[config.mk]
export PLATFORM = sky130hd
export DESIGN_NAME = cmd_sched_flat
export DESIGN_NICKNAME = d
export VERILOG_FILES = /design/src/rtl/cmd_sched_pkg.sv /design/src/rtl/cmd_sched_if.sv /design/src/rtl/cmd_sched_wdog.sv /design/src/rtl/cmd_sched.sv /design/src/flat_wrapper.sv
export SDC_FILE = /design/constraint.sdc
export NUM_CORES = 1
export LEC_CHECK = 0
export BUFFER_PORTS_ARGS = -buffer_cell sky130_fd_sc_hd__buf_2
export CORE_UTILIZATION = 48
export CTS_CLUSTER_DIAMETER = 120
export CTS_CLUSTER_SIZE = 16
export DETAILED_ROUTE_END_ITERATION = 12
export HOLD_SLACK_MARGIN = 0.08
export PLACE_DENSITY = 0.77
export SYNTH_ARGS = -nofsm -noshare
export SYNTH_HDL_FRONTEND = slang
export SYNTH_SLANG_ARGS = --single-unit
[constraint.sdc]
create_clock -name clk -period 2.2 [get_ports clk]
set_input_delay 0.11 -clock clk [delete_from_list [all_inputs] [get_ports clk]]
set_output_delay 0.11 -clock clk [all_outputs]
set_load 0.02 [all_outputs]
[src/rtl/cmd_sched_pkg.sv]
// cmd_pkg: shared types and constants for the command scheduler.
//   state_t : scheduler FSM states
//   src_t   : granted command source
//   CMD_*   : opcodes the scheduler generates on its own
//   wd_tc() : watchdog terminal count for a given FAST_SIM setting
package cmd_pkg;

  typedef enum logic [1:0] {IDLE, ISSUE, WAIT_RESP} state_t;
  typedef enum logic [1:0] {SRC_RMT, SRC_AUX, SRC_WD} src_t;

  localparam logic [7:0]  CMD_EMER_LAND = 8'h08;
  localparam logic [15:0] EMER_DATA     = 16'h0000;

  localparam int WD_W = 26;

  // Terminal count is the value held once saturated; reaching it from 0
  // takes 2^16 (FAST_SIM) or 2^26 cycles including the clearing edge.
  function automatic logic [WD_W-1:0] wd_tc(input int fast_sim);
    return (fast_sim != 0) ? 26'h000_FFFF : 26'h3FF_FFFF;
  endfunction

endpackage

[src/rtl/cmd_sched_if.sv]
// cmd_sched_if: command-source / cmd_cfg handshake bundle.
//   rmt_*  : remote link request + payload, clr_rmt_rdy acknowledge
//   aux_*  : auxiliary source request + payload, clr_aux_rdy acknowledge
//   cmd_rdy/cmd/data, clr_cmd_rdy, send_resp : cmd_cfg side
//   resp_to_rmt/resp_to_aux/resp_drop : response routing pulses
//   wdog_trip, busy : status
// slave = scheduler view, master = environment view.
interface cmd_sched_if;
  logic        rmt_rdy;
  logic [7:0]  rmt_cmd;
  logic [15:0] rmt_data;
  logic        clr_rmt_rdy;
  logic        aux_rdy;
  logic [7:0]  aux_cmd;
  logic [15:0] aux_data;
  logic        clr_aux_rdy;
  logic        cmd_rdy;
  logic [7:0]  cmd;
  logic [15:0] data;
  logic        clr_cmd_rdy;
  logic        send_resp;
  logic        resp_to_rmt;
  logic        resp_to_aux;
  logic        resp_drop;
  logic        wdog_trip;
  logic        busy;

  modport slave (
    input  rmt_rdy, rmt_cmd, rmt_data, aux_rdy, aux_cmd, aux_data,
           clr_cmd_rdy, send_resp,
    output clr_rmt_rdy, clr_aux_rdy, cmd_rdy, cmd, data,
           resp_to_rmt, resp_to_aux, resp_drop, wdog_trip, busy
  );

  modport master (
    output rmt_rdy, rmt_cmd, rmt_data, aux_rdy, aux_cmd, aux_data,
           clr_cmd_rdy, send_resp,
    input  clr_rmt_rdy, clr_aux_rdy, cmd_rdy, cmd, data,
           resp_to_rmt, resp_to_aux, resp_drop, wdog_trip, busy
  );
endinterface

[src/rtl/cmd_sched_wdog.sv]
// cmd_wdog: remote comm-loss watchdog.
//   clk, rst  : clock, async active-high reset
//   kick      : remote grant, restarts the count and clears wdog_trip
//   svc       : watchdog injection granted, clears wd_pend
//   wd_pend   : emergency-land injection requested
//   wdog_trip : comm loss detected (level)
module cmd_wdog
  import cmd_pkg::*;
#(
  parameter int FAST_SIM = 1
) (
  input  logic clk,
  input  logic rst,
  input  logic kick,
  input  logic svc,
  output logic wd_pend,
  output logic wdog_trip
);

  localparam logic [WD_W-1:0] TC = wd_tc(FAST_SIM);

  logic [WD_W-1:0] wd_cnt_q;
  logic            pend_q;
  logic            trip_q;

  // Pend/trip are set only on the step into TC, so a saturated counter
  // cannot re-request injection after svc. kick wins over that step.
  always_ff @(posedge clk or posedge rst) begin
    if (rst) begin
      wd_cnt_q <= '0;
      pend_q   <= 1'b0;
      trip_q   <= 1'b0;
    end else begin
      if (svc) pend_q <= 1'b0;
      if (kick) begin
        wd_cnt_q <= '0;
        trip_q   <= 1'b0;
      end else if (wd_cnt_q != TC) begin
        wd_cnt_q <= wd_cnt_q + 1'b1;
        if (wd_cnt_q == TC - 1'b1) begin
          pend_q <= 1'b1;
          trip_q <= 1'b1;
        end
      end
    end
  end

  assign wd_pend   = pend_q;
  assign wdog_trip = trip_q;

endmodule

[src/rtl/cmd_sched.sv]
// cmd_sched: arbitrates remote and auxiliary command sources onto the
// cmd_cfg handshake and routes responses back to the originator.
//   clk, rst : clock, async active-high reset
//   bus      : cmd_sched_if.slave (requests, cmd_cfg handshake, status)
// Parameters: FAST_SIM (watchdog terminal count), RESP_TMO (response timeout).
// Build macro CMD_SCHED_WDOG_EN compiles in the comm-loss watchdog; without
// it wdog_trip is 0 and only RMT/AUX are granted.
module cmd_sched
  import cmd_pkg::*;
#(
  parameter int FAST_SIM = 1,
  parameter int RESP_TMO = 1024
) (
  input  logic       clk,
  input  logic       rst,
  cmd_sched_if.slave bus
);

  localparam int TW = (RESP_TMO > 1) ? $clog2(RESP_TMO) : 1;
  localparam logic [TW-1:0] TMO_LAST = TW'(RESP_TMO - 1);

  state_t      state_q;
  src_t        src_q;
  src_t        last_gnt_q;
  logic [7:0]  cmd_q;
  logic [15:0] data_q;
  logic        cmd_rdy_q;
  logic        resp_rmt_q;
  logic        resp_aux_q;
  logic        resp_drop_q;
  logic [TW-1:0] tmo_q;

  logic        gnt_vld;
  src_t        gnt_src;
  logic [7:0]  gnt_cmd;
  logic [15:0] gnt_data;

`ifdef CMD_SCHED_WDOG_EN
  logic wd_pend;
  logic wdog_trip;
  logic kick;
  logic svc;

  assign kick = gnt_vld && (gnt_src == SRC_RMT);
  assign svc  = gnt_vld && (gnt_src == SRC_WD);

  cmd_wdog #(.FAST_SIM(FAST_SIM)) u_wdog (
    .clk       (clk),
    .rst       (rst),
    .kick      (kick),
    .svc       (svc),
    .wd_pend   (wd_pend),
    .wdog_trip (wdog_trip)
  );
  assign bus.wdog_trip = wdog_trip;
`else
  logic unused_fast_sim;
  assign unused_fast_sim = (FAST_SIM != 0);
  assign bus.wdog_trip   = 1'b0;
`endif

  // Grant decode is combinational so clr_*_rdy lands in the request cycle.
  // Masked by rst so a held request does not pulse clr_* during reset.
  always_comb begin
    gnt_vld = 1'b0;
    gnt_src = SRC_RMT;
    if (state_q == IDLE && !rst) begin
`ifdef CMD_SCHED_WDOG_EN
      if (wd_pend) begin
        gnt_vld = 1'b1;
        gnt_src = SRC_WD;
      end else
`endif
      if (bus.rmt_rdy && bus.aux_rdy) begin
        gnt_vld = 1'b1;
        gnt_src = (last_gnt_q == SRC_RMT) ? SRC_AUX : SRC_RMT;
      end else if (bus.rmt_rdy) begin
        gnt_vld = 1'b1;
        gnt_src = SRC_RMT;
      end else if (bus.aux_rdy) begin
        gnt_vld = 1'b1;
        gnt_src = SRC_AUX;
      end
    end
  end

  always_comb begin
    gnt_cmd  = bus.rmt_cmd;
    gnt_data = bus.rmt_data;
    if (gnt_src == SRC_AUX) begin
      gnt_cmd  = bus.aux_cmd;
      gnt_data = bus.aux_data;
    end else if (gnt_src == SRC_WD) begin
      gnt_cmd  = CMD_EMER_LAND;
      gnt_data = EMER_DATA;
    end
  end

  always_ff @(posedge clk or posedge rst) begin
    if (rst) begin
      state_q     <= IDLE;
      src_q       <= SRC_RMT;
      last_gnt_q  <= SRC_AUX;
      cmd_q       <= '0;
      data_q      <= '0;
      cmd_rdy_q   <= 1'b0;
      resp_rmt_q  <= 1'b0;
      resp_aux_q  <= 1'b0;
      resp_drop_q <= 1'b0;
      tmo_q       <= '0;
    end else begin
      resp_rmt_q  <= 1'b0;
      resp_aux_q  <= 1'b0;
      resp_drop_q <= 1'b0;
      unique case (state_q)
        IDLE: begin
          if (gnt_vld) begin
            src_q     <= gnt_src;
            cmd_q     <= gnt_cmd;
            data_q    <= gnt_data;
            cmd_rdy_q <= 1'b1;
            state_q   <= ISSUE;
            // Round-robin only tracks the two real requesters.
            if (gnt_src != SRC_WD) last_gnt_q <= gnt_src;
          end
        end
        ISSUE: begin
          if (bus.clr_cmd_rdy) begin
            cmd_rdy_q <= 1'b0;
            tmo_q     <= '0;
            if (bus.send_resp) begin
              resp_rmt_q <= (src_q == SRC_RMT);
              resp_aux_q <= (src_q == SRC_AUX);
              state_q    <= IDLE;
            end else begin
              state_q <= WAIT_RESP;
            end
          end
        end
        WAIT_RESP: begin
          if (bus.send_resp) begin
            resp_rmt_q <= (src_q == SRC_RMT);
            resp_aux_q <= (src_q == SRC_AUX);
            state_q    <= IDLE;
          end else if (tmo_q == TMO_LAST) begin
            resp_drop_q <= 1'b1;
            state_q     <= IDLE;
          end else begin
            tmo_q <= tmo_q + 1'b1;
          end
        end
        default: state_q <= IDLE;
      endcase
    end
  end

  assign bus.clr_rmt_rdy = gnt_vld && (gnt_src == SRC_RMT);
  assign bus.clr_aux_rdy = gnt_vld && (gnt_src == SRC_AUX);
  assign bus.cmd_rdy     = cmd_rdy_q;
  assign bus.cmd         = cmd_q;
  assign bus.data        = data_q;
  assign bus.resp_to_rmt = resp_rmt_q;
  assign bus.resp_to_aux = resp_aux_q;
  assign bus.resp_drop   = resp_drop_q;
  assign bus.busy        = (state_q != IDLE);

endmodule

[src/flat_wrapper.sv]
// flat-port wrapper written by rule: the top's interface ports become plain ports
module cmd_sched_flat import cmd_pkg::*;
#(
  parameter int FAST_SIM = 1,
  parameter int RESP_TMO = 1024
)
  (clk, rst, bus_rmt_rdy, bus_rmt_cmd, bus_rmt_data, bus_aux_rdy, bus_aux_cmd, bus_aux_data, bus_clr_cmd_rdy, bus_send_resp, bus_clr_rmt_rdy, bus_clr_aux_rdy, bus_cmd_rdy, bus_cmd, bus_data, bus_resp_to_rmt, bus_resp_to_aux, bus_resp_drop, bus_wdog_trip, bus_busy);
  cmd_sched_if bus_i ();
  input  logic clk;
  input  logic rst;
  input wire logic [$bits(bus_i.rmt_rdy)-1:0] bus_rmt_rdy;
  input wire logic [$bits(bus_i.rmt_cmd)-1:0] bus_rmt_cmd;
  input wire logic [$bits(bus_i.rmt_data)-1:0] bus_rmt_data;
  input wire logic [$bits(bus_i.aux_rdy)-1:0] bus_aux_rdy;
  input wire logic [$bits(bus_i.aux_cmd)-1:0] bus_aux_cmd;
  input wire logic [$bits(bus_i.aux_data)-1:0] bus_aux_data;
  input wire logic [$bits(bus_i.clr_cmd_rdy)-1:0] bus_clr_cmd_rdy;
  input wire logic [$bits(bus_i.send_resp)-1:0] bus_send_resp;
  output wire logic [$bits(bus_i.clr_rmt_rdy)-1:0] bus_clr_rmt_rdy;
  output wire logic [$bits(bus_i.clr_aux_rdy)-1:0] bus_clr_aux_rdy;
  output wire logic [$bits(bus_i.cmd_rdy)-1:0] bus_cmd_rdy;
  output wire logic [$bits(bus_i.cmd)-1:0] bus_cmd;
  output wire logic [$bits(bus_i.data)-1:0] bus_data;
  output wire logic [$bits(bus_i.resp_to_rmt)-1:0] bus_resp_to_rmt;
  output wire logic [$bits(bus_i.resp_to_aux)-1:0] bus_resp_to_aux;
  output wire logic [$bits(bus_i.resp_drop)-1:0] bus_resp_drop;
  output wire logic [$bits(bus_i.wdog_trip)-1:0] bus_wdog_trip;
  output wire logic [$bits(bus_i.busy)-1:0] bus_busy;
  assign bus_i.rmt_rdy = bus_rmt_rdy;
  assign bus_i.rmt_cmd = bus_rmt_cmd;
  assign bus_i.rmt_data = bus_rmt_data;
  assign bus_i.aux_rdy = bus_aux_rdy;
  assign bus_i.aux_cmd = bus_aux_cmd;
  assign bus_i.aux_data = bus_aux_data;
  assign bus_i.clr_cmd_rdy = bus_clr_cmd_rdy;
  assign bus_i.send_resp = bus_send_resp;
  assign bus_clr_rmt_rdy = bus_i.clr_rmt_rdy;
  assign bus_clr_aux_rdy = bus_i.clr_aux_rdy;
  assign bus_cmd_rdy = bus_i.cmd_rdy;
  assign bus_cmd = bus_i.cmd;
  assign bus_data = bus_i.data;
  assign bus_resp_to_rmt = bus_i.resp_to_rmt;
  assign bus_resp_to_aux = bus_i.resp_to_aux;
  assign bus_resp_drop = bus_i.resp_drop;
  assign bus_wdog_trip = bus_i.wdog_trip;
  assign bus_busy = bus_i.busy;
  cmd_sched #(.FAST_SIM(FAST_SIM), .RESP_TMO(RESP_TMO)) u_core (.clk(clk), .rst(rst), .bus(bus_i));
endmodule
## Yosys cells after proc, flatten, opt, wreduce, memory -nomap -nowiden

Index checks and enable logic that the tools add are counted.
W data, S select, Z words.

| word-level totals | value |
|---|---|
| flip-flop bits (word level) | 44 |
| bits of input ports | 54 |
| output and inout port bits | 32 |
| word-level logic and storage cells | 75 |

| cells by class | value |
|---|---|
| add/sub/neg operators | 1 |
| equal/unequal tests | 12 |
| muxes and demuxes | 35 |
| reductions and logical operators | 17 |

Operators with widths:

| kind | number |
|---|---|
| $mux W16 | 2 |
| $mux W10 | 3 |
| $pmux W10 S2 | 1 |
| $mux W2 | 8 |
| $mux W8 | 2 |
| $mux W1 | 15 |
| $add A10 B1 Y10 const B | 1 |
| $eq A10 B10 Y1 const B | 1 |
| $reduce_and A3 Y1 | 3 |
| $logic_not A2 Y1 | 4 |
| $ne A2 B2 Y1 const B | 4 |
| $eq A2 B1 Y1 const B | 3 |
| $pmux W1 S2 | 3 |
| $pmux W2 S3 | 1 |
| $reduce_bool A2 Y1 | 3 |
| $eq A2 B2 Y1 const B | 2 |
| $logic_and A1 B1 Y1 | 4 |
| $reduce_and A4 Y1 | 1 |
| $ne A3 B2 Y1 const B | 1 |
| $ne A2 B1 Y1 const B | 1 |
| $reduce_and A2 Y1 | 1 |
| $logic_not A1 Y1 | 1 |

## Longest topological paths before layout

Gate-level depths: netlist (run 1).

| depth | value |
|---|---|
| depth in word-level cells | 7 |
| mapped depth | 8 |
| depth with buffers taken out | 6 |

## Least setup slack after synthesis (run 1)

OpenSTA, ideal clock, no wires.

| path | value |
|---|---|
| path kind | flip-flop to flip-flop |
| start | register u_core.state_q[0] |
| end | register u_core.cmd_q[0] (netlist: u_core.bus.cmd[0]) |
| setup time | 0.118 ns |
| arrival | 1.663 ns |
| required time | 2.082 ns |
| slack | 0.419 ns |
| cell stages (with the launch flop) | 9 |
| path buffers | 2 |
| period minus slack after synthesis | 1.781 ns |
| path through | dfrtp_1 > inv_1 > ha_1 > nor2b_1 > and3_1 > buf_4 > buf_2 > a22o_1 > a21o_1 |

| between the ends | value |
|---|---|
| longest elaborated chain between the ends | 6 |
| elaborated cells on any way between the ends | 9 |
| those cells by class | eq/ne (2); mux (4); reduce/logical (3) |

RTL lines:

| item | RTL line | RTL |
|---|---|---|
| start, declared | cmd_sched.sv:22 | `state_t state_q;` |
| start signal, assigned | cmd_sched.sv:101 | `state_q <= IDLE;` |
| start signal, assigned | cmd_sched.sv:122 | `state_q <= ISSUE;` |
| start signal, assigned | cmd_sched.sv:134 | `state_q <= IDLE;` |
| $logic_not A2 Y1 (*) | cmd_sched.sv:67, cmd_sched.sv:115 |  |
| $logic_and A1 B1 Y1 | cmd_sched.sv:67 | `if (state_q == IDLE && !rst) begin` |
| $mux W2 | cmd_sched.sv:67 |  |
| $eq A2 B2 Y1 | cmd_sched.sv:93 | `end else if (gnt_src == SRC_WD) begin` |
| $mux W8 | cmd_sched.sv:93 |  |
| $mux W8 | cmd_sched.sv:90 | `if (gnt_src == SRC_AUX) begin` |
| end signal, assigned | cmd_sched.sv:119 | `cmd_q <= gnt_cmd;` |
| end, declared | cmd_sched.sv:25 | `logic [7:0] cmd_q;` |

Mark *: on every way between the ends. The rest lies on a longest branch, timed or not.
A chain may end at the register's enable or synchronous reset.

## Worst setup path in the final report (run 1)

| path | value |
|---|---|
| start | register u_core.state_q[1] |
| end | output bus_clr_aux_rdy |

| between the ends | value |
|---|---|
| longest elaborated chain between the ends | 5 |
| elaborated cells on any way between the ends | 6 |
| those cells by class | eq/ne (1); mux (2); reduce/logical (3) |

RTL lines:

| item | RTL line | RTL |
|---|---|---|
| $logic_not A2 Y1 (*) | cmd_sched.sv:67 |  |
| $logic_and A1 B1 Y1 (*) | cmd_sched.sv:67 |  |
| $mux W2 | cmd_sched.sv:67 |  |
| $eq A2 B1 Y1 | cmd_sched.sv:158 | `assign bus.clr_aux_rdy = gnt_vld && (gnt_src == SRC_AUX);` |
| $logic_and A1 B1 Y1 (*) | cmd_sched.sv:158 |  |
| end, declared | flat_wrapper.sv:20 | `output wire logic [$bits(bus_i.clr_aux_rdy)-1:0] bus_clr_aux_rdy;` |

Marked as above.

==> results of run 1 <==
worst paths after layout:
path                                                    start                               end  slack [ps]  cells after the start
worst max-delay path            u_core.state_q[1]$_DFFE_PP0P_                   bus_clr_aux_rdy         120                      6
worst min register to register    u_core.src_q[0]$_DFFE_PP0P_  u_core.bus.resp_to_rmt$_DFF_PP0_         460                      1
worst max register to register  u_core.state_q[1]$_DFFE_PP0P_     u_core.bus.cmd[5]$_DFFE_PP0P_         260                      7
worst min-delay path                            bus_send_resp  u_core.bus.resp_to_aux$_DFF_PP0_          90                      3
min in group asynchronous                                 rst     u_core.bus.cmd[0]$_DFFE_PP0P_         470                      3
max in group asynchronous                                 rst    u_core.bus.data[7]$_DFFE_PP0P_        1100                      4
layout by cell type (no fill, tap or decap), drive strengths merged, types with 2 or more instances in the layout:
cell type and instances:
and2 2, a31oi 4, nor2 6, a211o 2, nand3 5, nor3 4, ha 5, inv 7
nor2b 2, a22o 24, nand4 2, buf 95, nand2b 3, clkbuf 6, mux2i 2, a21o 27
dlygate4sd3 25, o21ai 7, nor3b 2, nand2 12, a21oi 3, and3 4, dfrtp 41
layer usage:
metal / GRT usage, % / vias up
met1: 29.5 / 900
li1: - / 937
met5: 0 / -
met2: 43.1 / 82
met4: 11.4 / 0
met3: 6.76 / 15
through the flow:
| step | total power [uW] | instance area [um^2] | instances |
|---|---|---|---|
| 2_1_floorplan | 2330 | 2060 | 189 |
| 3_3_place_gp | 2810 | 2560 | 323 |
| 3_5_place_dp | 2840 | 2560 | 323 |
| 4_1_cts | 3390 | 2910 | 356 |
| 5_1_grt | 3640 | 2930 | 358 |
| 6_report | 3420 | 2930 | 358 |
what timing repair did:
item	in CTS	in global routing
buffers inserted	0	2
hold endpoints to repair	38	0
resized for setup	0	2
endpoints found under the setup margin	0	2
hold buffers	25	0
cell type report:
class                           instances  area [um^2]
Sequential cell                        42         1050
Clock buffer                            6         82.6
Inverter                                7         26.3
Clock inverter                          2         12.5
Timing Repair Buffer                  120          757
Multi-Input combinational cell        131          937
Fill cell                             304         1130
Tap cell                               50         62.6
where the power goes:
group	switching (uW)	internal, uW	leakage [uW]
sequential	157	1060	0.000527
combinational	932	752	0.00105
clock	262	252	0.0000472
total	1350	2070	0.00162
state kept, by name (all words and copies together), names as in the netlist, 2 cells and up:
register	cells
u_core.state_q	2
u_core.tmo_q	10
u_core.bus.cmd	8
u_core.bus.data	16
critical path: cells and delay by family (launching register included):
| family | cells | cell delay, ps |
|---|---|---|
| flops | 1 | 390 |
| fa+ha+maj | 1 | 210 |
| buf+inv | 3 | 540 |
| simple gates | 2 | 540 |
cells by family (layout without fill, tap and decap cells):
group / count (synthesis) / after routing / share of synthesized area, %
AO/OA/AOI/OAI: 77 / 77 / 28.8
AND/OR/NAND/NOR: 45 / 45 / 11.9
flip-flops: 42 / 42 / 51.0
buffers and inverters: 16 / 135 / 3.58
adder cells (fa/ha/maj): 5 / 5 / 3.03
multiplexers: 3 / 3 / 1.52
other: 1 / 1 / 0.182
==> results by group, run 1 <==
Detailed routing
  – Metal2 WL: approximately 2.8 mm
  – Vias per cell: roughly 5.4
  – Iter 0 DRT Violations: 87
  – Max Used Layer: met4
  – WL/cell: 15.9 um
  – Met1 WL: 2.30 mm
  – WL final: roughly 5.7 mm
  – Pre-antenna DRT Iters: 4
  – Via count: 1934
  – Residual DRC: 0
  – Final ANT Viol Nets: 0
  – Met3 WL: 406 um

STA
  – Fmax: slightly below 0.5 GHz
  – Worst Max-Slew Pin Slew: between 600 and 700 ps
  – Tmin final: roughly 2100 ps
  – Final worst slack: 119 ps
  – Max_slew headroom: between 50 and 60%
  – Setup tns final: 0 ps
  – Final Setup Violations: 0
  – RSZ-0062 raised after global routing: no
  – Max Slew Vio Count: 0
  – Hold slack: roughly 94 ps
  – Tcrit/Tclk final: roughly 95%
  – Skew final: between 4 and 5 ps
  – Final hold violations: 0

Clock network
  – CTS tree: built
  – Clk buf depth: 2
  – Clk slew on worst S/H paths: 80 ps
  – Clock latency on the worst-skew pair: ~290 ps
  – Clock Sinks: 42
  – Clock H-tree levels: 2
  – Root buffer cell: clkbuf_8
  – CTS buffer count: 5

Final layout
  – Nets@finish: 366
  – Antenna cell count: 0
  – Share of layout cells above drive strength 1: 36.4%
  – Core Util, Final: 72.2%
  – Synth-to-Final Area Change: 42.1%

Place
  – Placer Congestion: about 0.80
  – Number of port buffers: 84
  – Setup WS pre-CTS: roughly 340 ps
  – DP HPWL: approximately 3.7 mm

Synth
  – Mapped Nets: roughly 250
  – Sequential fraction of the synthesis area: about half
  – Netlist Area Pre-Place: roughly 2100 um^2
  – Top cells by area, synth: dfrtp_1, a22o_1, a21o_1
  – Top_reg_cell synth: dfrtp_1
  – Commonest cells post-synth: dfrtp_1, a21o_1, a22o_1, nand2_1, inv_1
  – Yosys reg bits: 42
  – Yosys warns: 0
  – Ys async rst share: 100%
  – Mean post-synth cell area: 10.9 um^2
  – Mapped Cells: around 190
  – Synth top area share: 49.8%
  – Post-synth top area cell: dfrtp_1
  – Most frequent cell after synthesis: dfrtp_1
  – Number of synthesized flops with an enable pin: 0
  – Cell variety after synth: between 40 and 50

GRT
  – Gr usage total: 25.3%
  – Vias in the first global route: approximately 1800
  – First-pass GRT wire length: slightly above 8 mm
  – Initial antenna violation count: 0
  – GR Overflow Total: 0
  – Maximum number of pins on one net before global-route repair: 23

Setup path
  – Critical Path AT: a little under 2000 ps
  – CP max stage cell: dfrtp_1
  – Crit end category: output pin
  – Max stage delay on crit path: 390 ps
  – CP Class: reg2out
  – CP startpoint kind: register
  – Worst-path maximum fanout: 22
  – Critical-path cell list: inv_1, ha_1, nor2b_1, and3_2, buf_6, buf_2
  – Required @ worst endpoint: 2090 ps

Power and ir drop
  – Static leakage: approximately 0.0016 uW
  – Peak VDD IR: between 0.7 and 0.8 mV
  – Pwr dens: between 1000 and 1500 nW/um^2

Die
  – Boundary pin count: 86
  – Area of the die: between 4000 and 5000 um^2
  – Initial Util: 50.8%
  – Row count: 23
  – Die height: approximately 68 um
  – Die width: roughly 68 um
  – Core area: between 4000 and 5000 um^2

Hold path
  – Hold WC Path Type: in2reg

Flow run
  – Max-Cap Viols: 0

Outcome
  – Status: finished, final reports clean
Note: power is estimated with default switching activity, not from simulation.
==> run 2: changes to the inputs <==
Settings changed: GPL_TIMING_DRIVEN set to 0.
==> run 2 against run 1 <==
Effect of this change:
- sequential cell count unchanged
- highest routed layer unchanged
- clock-buffer cell count up 1
- non-clock buffer count up 1
- setup slack better by 21 ps
- global-route usage down 1.7 points
- register-to-register slack worse by 50 ps
- critical path type unchanged
- largest power group unchanged
- critical endpoint unchanged
- hold slack better by 9.7 ps
==> results by group, run 2 (synthesis results as in run 1) <==
Power and ir drop
  – Net Sw Frac: 38.0% (-1.5 points)
  – Clock network power share: 17.6% (+2.6 points)
  – Cell Int Power: 2190 uW (+5.8%)
  – Static leakage: 0.00163 uW (+0.68%)
  – Power share of the sequential group: 34.5% (-1.2 points)
  – Peak VDD IR: 0.671 mV (-13%)
  – Total Power: 3530 uW (+3.3%)
  – NetSw: 1340 uW (-0.54%)
  – Pwr dens: 1200 nW/um^2 (+2.5%)
  – Gate power share: 48.0% (-1.3 points)

Clock network
  – CTS tree: built
  – CTS buffer count: 5 (unchanged)
  – Clk slew on worst S/H paths: 80 ps (about the same)
  – Clock H-tree levels: 2 (unchanged)
  – Clock Sinks: 42 (unchanged)
  – Root buffer cell: clkbuf_8
  – Clk buf depth: 2 (unchanged)
  – Clock latency on the worst-skew pair: 280 ps (about the same)

GRT
  – Maximum number of pins on one net before global-route repair: 43 (+87%)
  – Vias in the first global route: 1749 (-2.3%)
  – Gr usage total: 23.6% (-1.7 points)
  – First-pass GRT wire length: 8.00 mm (-3.3%)
  – GR Overflow Total: 0 (unchanged)
  – Initial antenna violation count: 0 (unchanged)

Final layout
  – Nets@finish: 367 (+0.27%)
  – Max reg flops: 16 (unchanged)
  – Commonest cells after routing, fill and taps aside: buf_2, dfrtp_1, a21o_1, dlygate4sd3_1, a22o_1
  – Post-route insts no fill: 359 (+0.28%)
  – Antenna cell count: 0 (unchanged)
  – Core Util, Final: 72.8% (+0.55 points)
  – Synth-to-Final Area Change: 43.2%
  – Share of layout cells above drive strength 1: 36.2% (-0.12 points)
  – Most common cell after layout, fill and taps aside: buf_2

Detailed routing
  – Iter 0 DRT Violations: 58 (-33%)
  – Vias per cell: 5.31 (-1.7%)
  – WL/cell: 15.2 um (-4.0%)
  – Via count: 1906 (-1.4%)
  – Residual DRC: 0 (unchanged)
  – WL final: 5.47 mm (-3.7%)
  – Final ANT Viol Nets: 0 (unchanged)
  – Pre-antenna DRT Iters: 4 (unchanged)

Die
  – Row count: 23 (unchanged)
  – Die height: 67.5 um (unchanged)
  – Die width: 67.5 um (unchanged)
  – Area of the die: 4560 um^2 (unchanged)
  – Initial Util: 50.8% (unchanged)
  – Boundary pin count: 86 (unchanged)
  – Core area: 4060 um^2 (unchanged)

Flow run
  – Max-Cap Viols: 0 (unchanged)

Setup path
  – Worst path top cell family by delay: buffers and inverters
  – CP Class: reg2out
  – Worst-path maximum fanout: 10 (-55%)
  – CP max stage cell: dfrtp_1
  – CP bufs+invs: 4 (+1)
  – Crit end category: output pin
  – Critical Path AT: 1950 ps (-20 ps)
  – CP startpoint kind: register
  – Required @ worst endpoint: 2090 ps (about the same)
  – Max stage delay on crit path: 380 ps (about the same)
  – Critical-path cell list: inv_1, ha_2, nor2b_4, and3_1, buf_4, clkbuf_4, buf_2
  – R2r setup slk: 210 ps (-50 ps)

STA
  – Final Setup Violations: 0 (unchanged)
  – Fmax: 0.486 GHz (+1.0%)
  – Max_slew headroom: 43.3% (-13 points)
  – Max Slew Vio Count: 0 (unchanged)
  – Final hold violations: 0 (unchanged)
  – Skew final: 3.54 ps (-0.914 ps)
  – Tmin final: 2060 ps (-21.1 ps)
  – Tcrit/Tclk final: 93.6% (-0.96 points)
  – Worst Max-Slew Pin Slew: 849 ps (+201 ps)
  – Final worst slack: 140 ps (+21.1 ps)

Outcome
  – Status: finished, final reports clean

Place
  – Placer Congestion: 0.898 (+13%)
  – Cells after DPL: 323 (unchanged)
  – Setup WS pre-CTS: 183 ps (-162 ps)
  – Number of port buffers: 84 (unchanged)
  – DP HPWL: 3.68 mm (-1.6%)

Hold path
  – Hold WC Path Type: in2reg
==> run 2: worst paths after layout <==
kind | start | end | depth (start not counted)
setup / recovery | u_core.state_q[1]$_DFFE_PP0P_ | bus_clr_aux_rdy | 7
hold / removal | bus_send_resp | u_core.bus.resp_to_aux$_DFF_PP0_ | 3
setup reg to reg | u_core.state_q[0]$_DFFE_PP0P_ | u_core.tmo_q[1]$_DFFE_PP0P_ | 6
hold reg to reg | u_core.src_q[0]$_DFFE_PP0P_ | u_core.bus.resp_to_rmt$_DFF_PP0_ | 1
max in group asynchronous | rst | u_core.bus.cmd[1]$_DFFE_PP0P_ | 3
min in group asynchronous | rst | u_core.bus.cmd[0]$_DFFE_PP0P_ | 3
==> run 2: timing repair <==
action,4_1_cts,5_1_grt
endpoints found under the setup margin,2,2
setup buffers,0,3
gates resized for setup,3,3
gates cloned,0,0
pin swaps,1,1
hold endpoints to repair,65,0
hold buffers,25,0
==> run 2: layout make-up <==
cell class                      count  area, um^2
Inverter                            7        26.3
Sequential cell                    42        1050
Buffer                              9        56.3
Timing Repair Buffer              112         693
Clock buffer                        7        86.3
Fill cell                         295        1100
Clock inverter                      1        30.0
Tap cell                           50        62.6
Multi-Input combinational cell    131         946
==> run 2: worst min-delay path: cells and delay by family <==
kind / cells / cell delay (ps)
buffers and inverters: 1 / 120
and+or+nand+nor: 2 / 120
==> run 2: stage by stage <==
stage	TNS, ps	hold WS (ps)	instance area, um^2
after global placement	0	311	2540
after floorplan	0	226	2060
after global routing	-1.19	116	2950
final	0	104	2950
after CTS	0	95.6	2920
after detailed placement	0	318	2540
==> run 2: per-layer routing <==
metal  vias to the layer above  wire length (um)  GRT usage [%]
li1                        939                 -              -
met1                       896              2440           30.3
met2                        65              2690           39.9
met3                         6               274           3.72
met4                         0                63           8.78
met5                         -                 0              0
==> run 2: power by group through the flow <==
| stage | clock network [uW] | registers, uW | logic, uW |
|---|---|---|---|
| 3_5_place_dp | 0 | 1230 | 1610 |
| 3_3_place_gp | 0 | 1210 | 1570 |
| 6_report | 621 | 1220 | 1690 |
| 5_1_grt | 666 | 1230 | 1850 |
| 4_1_cts | 634 | 1210 | 1660 |
| 2_1_floorplan | 0 | 1520 | 814 |
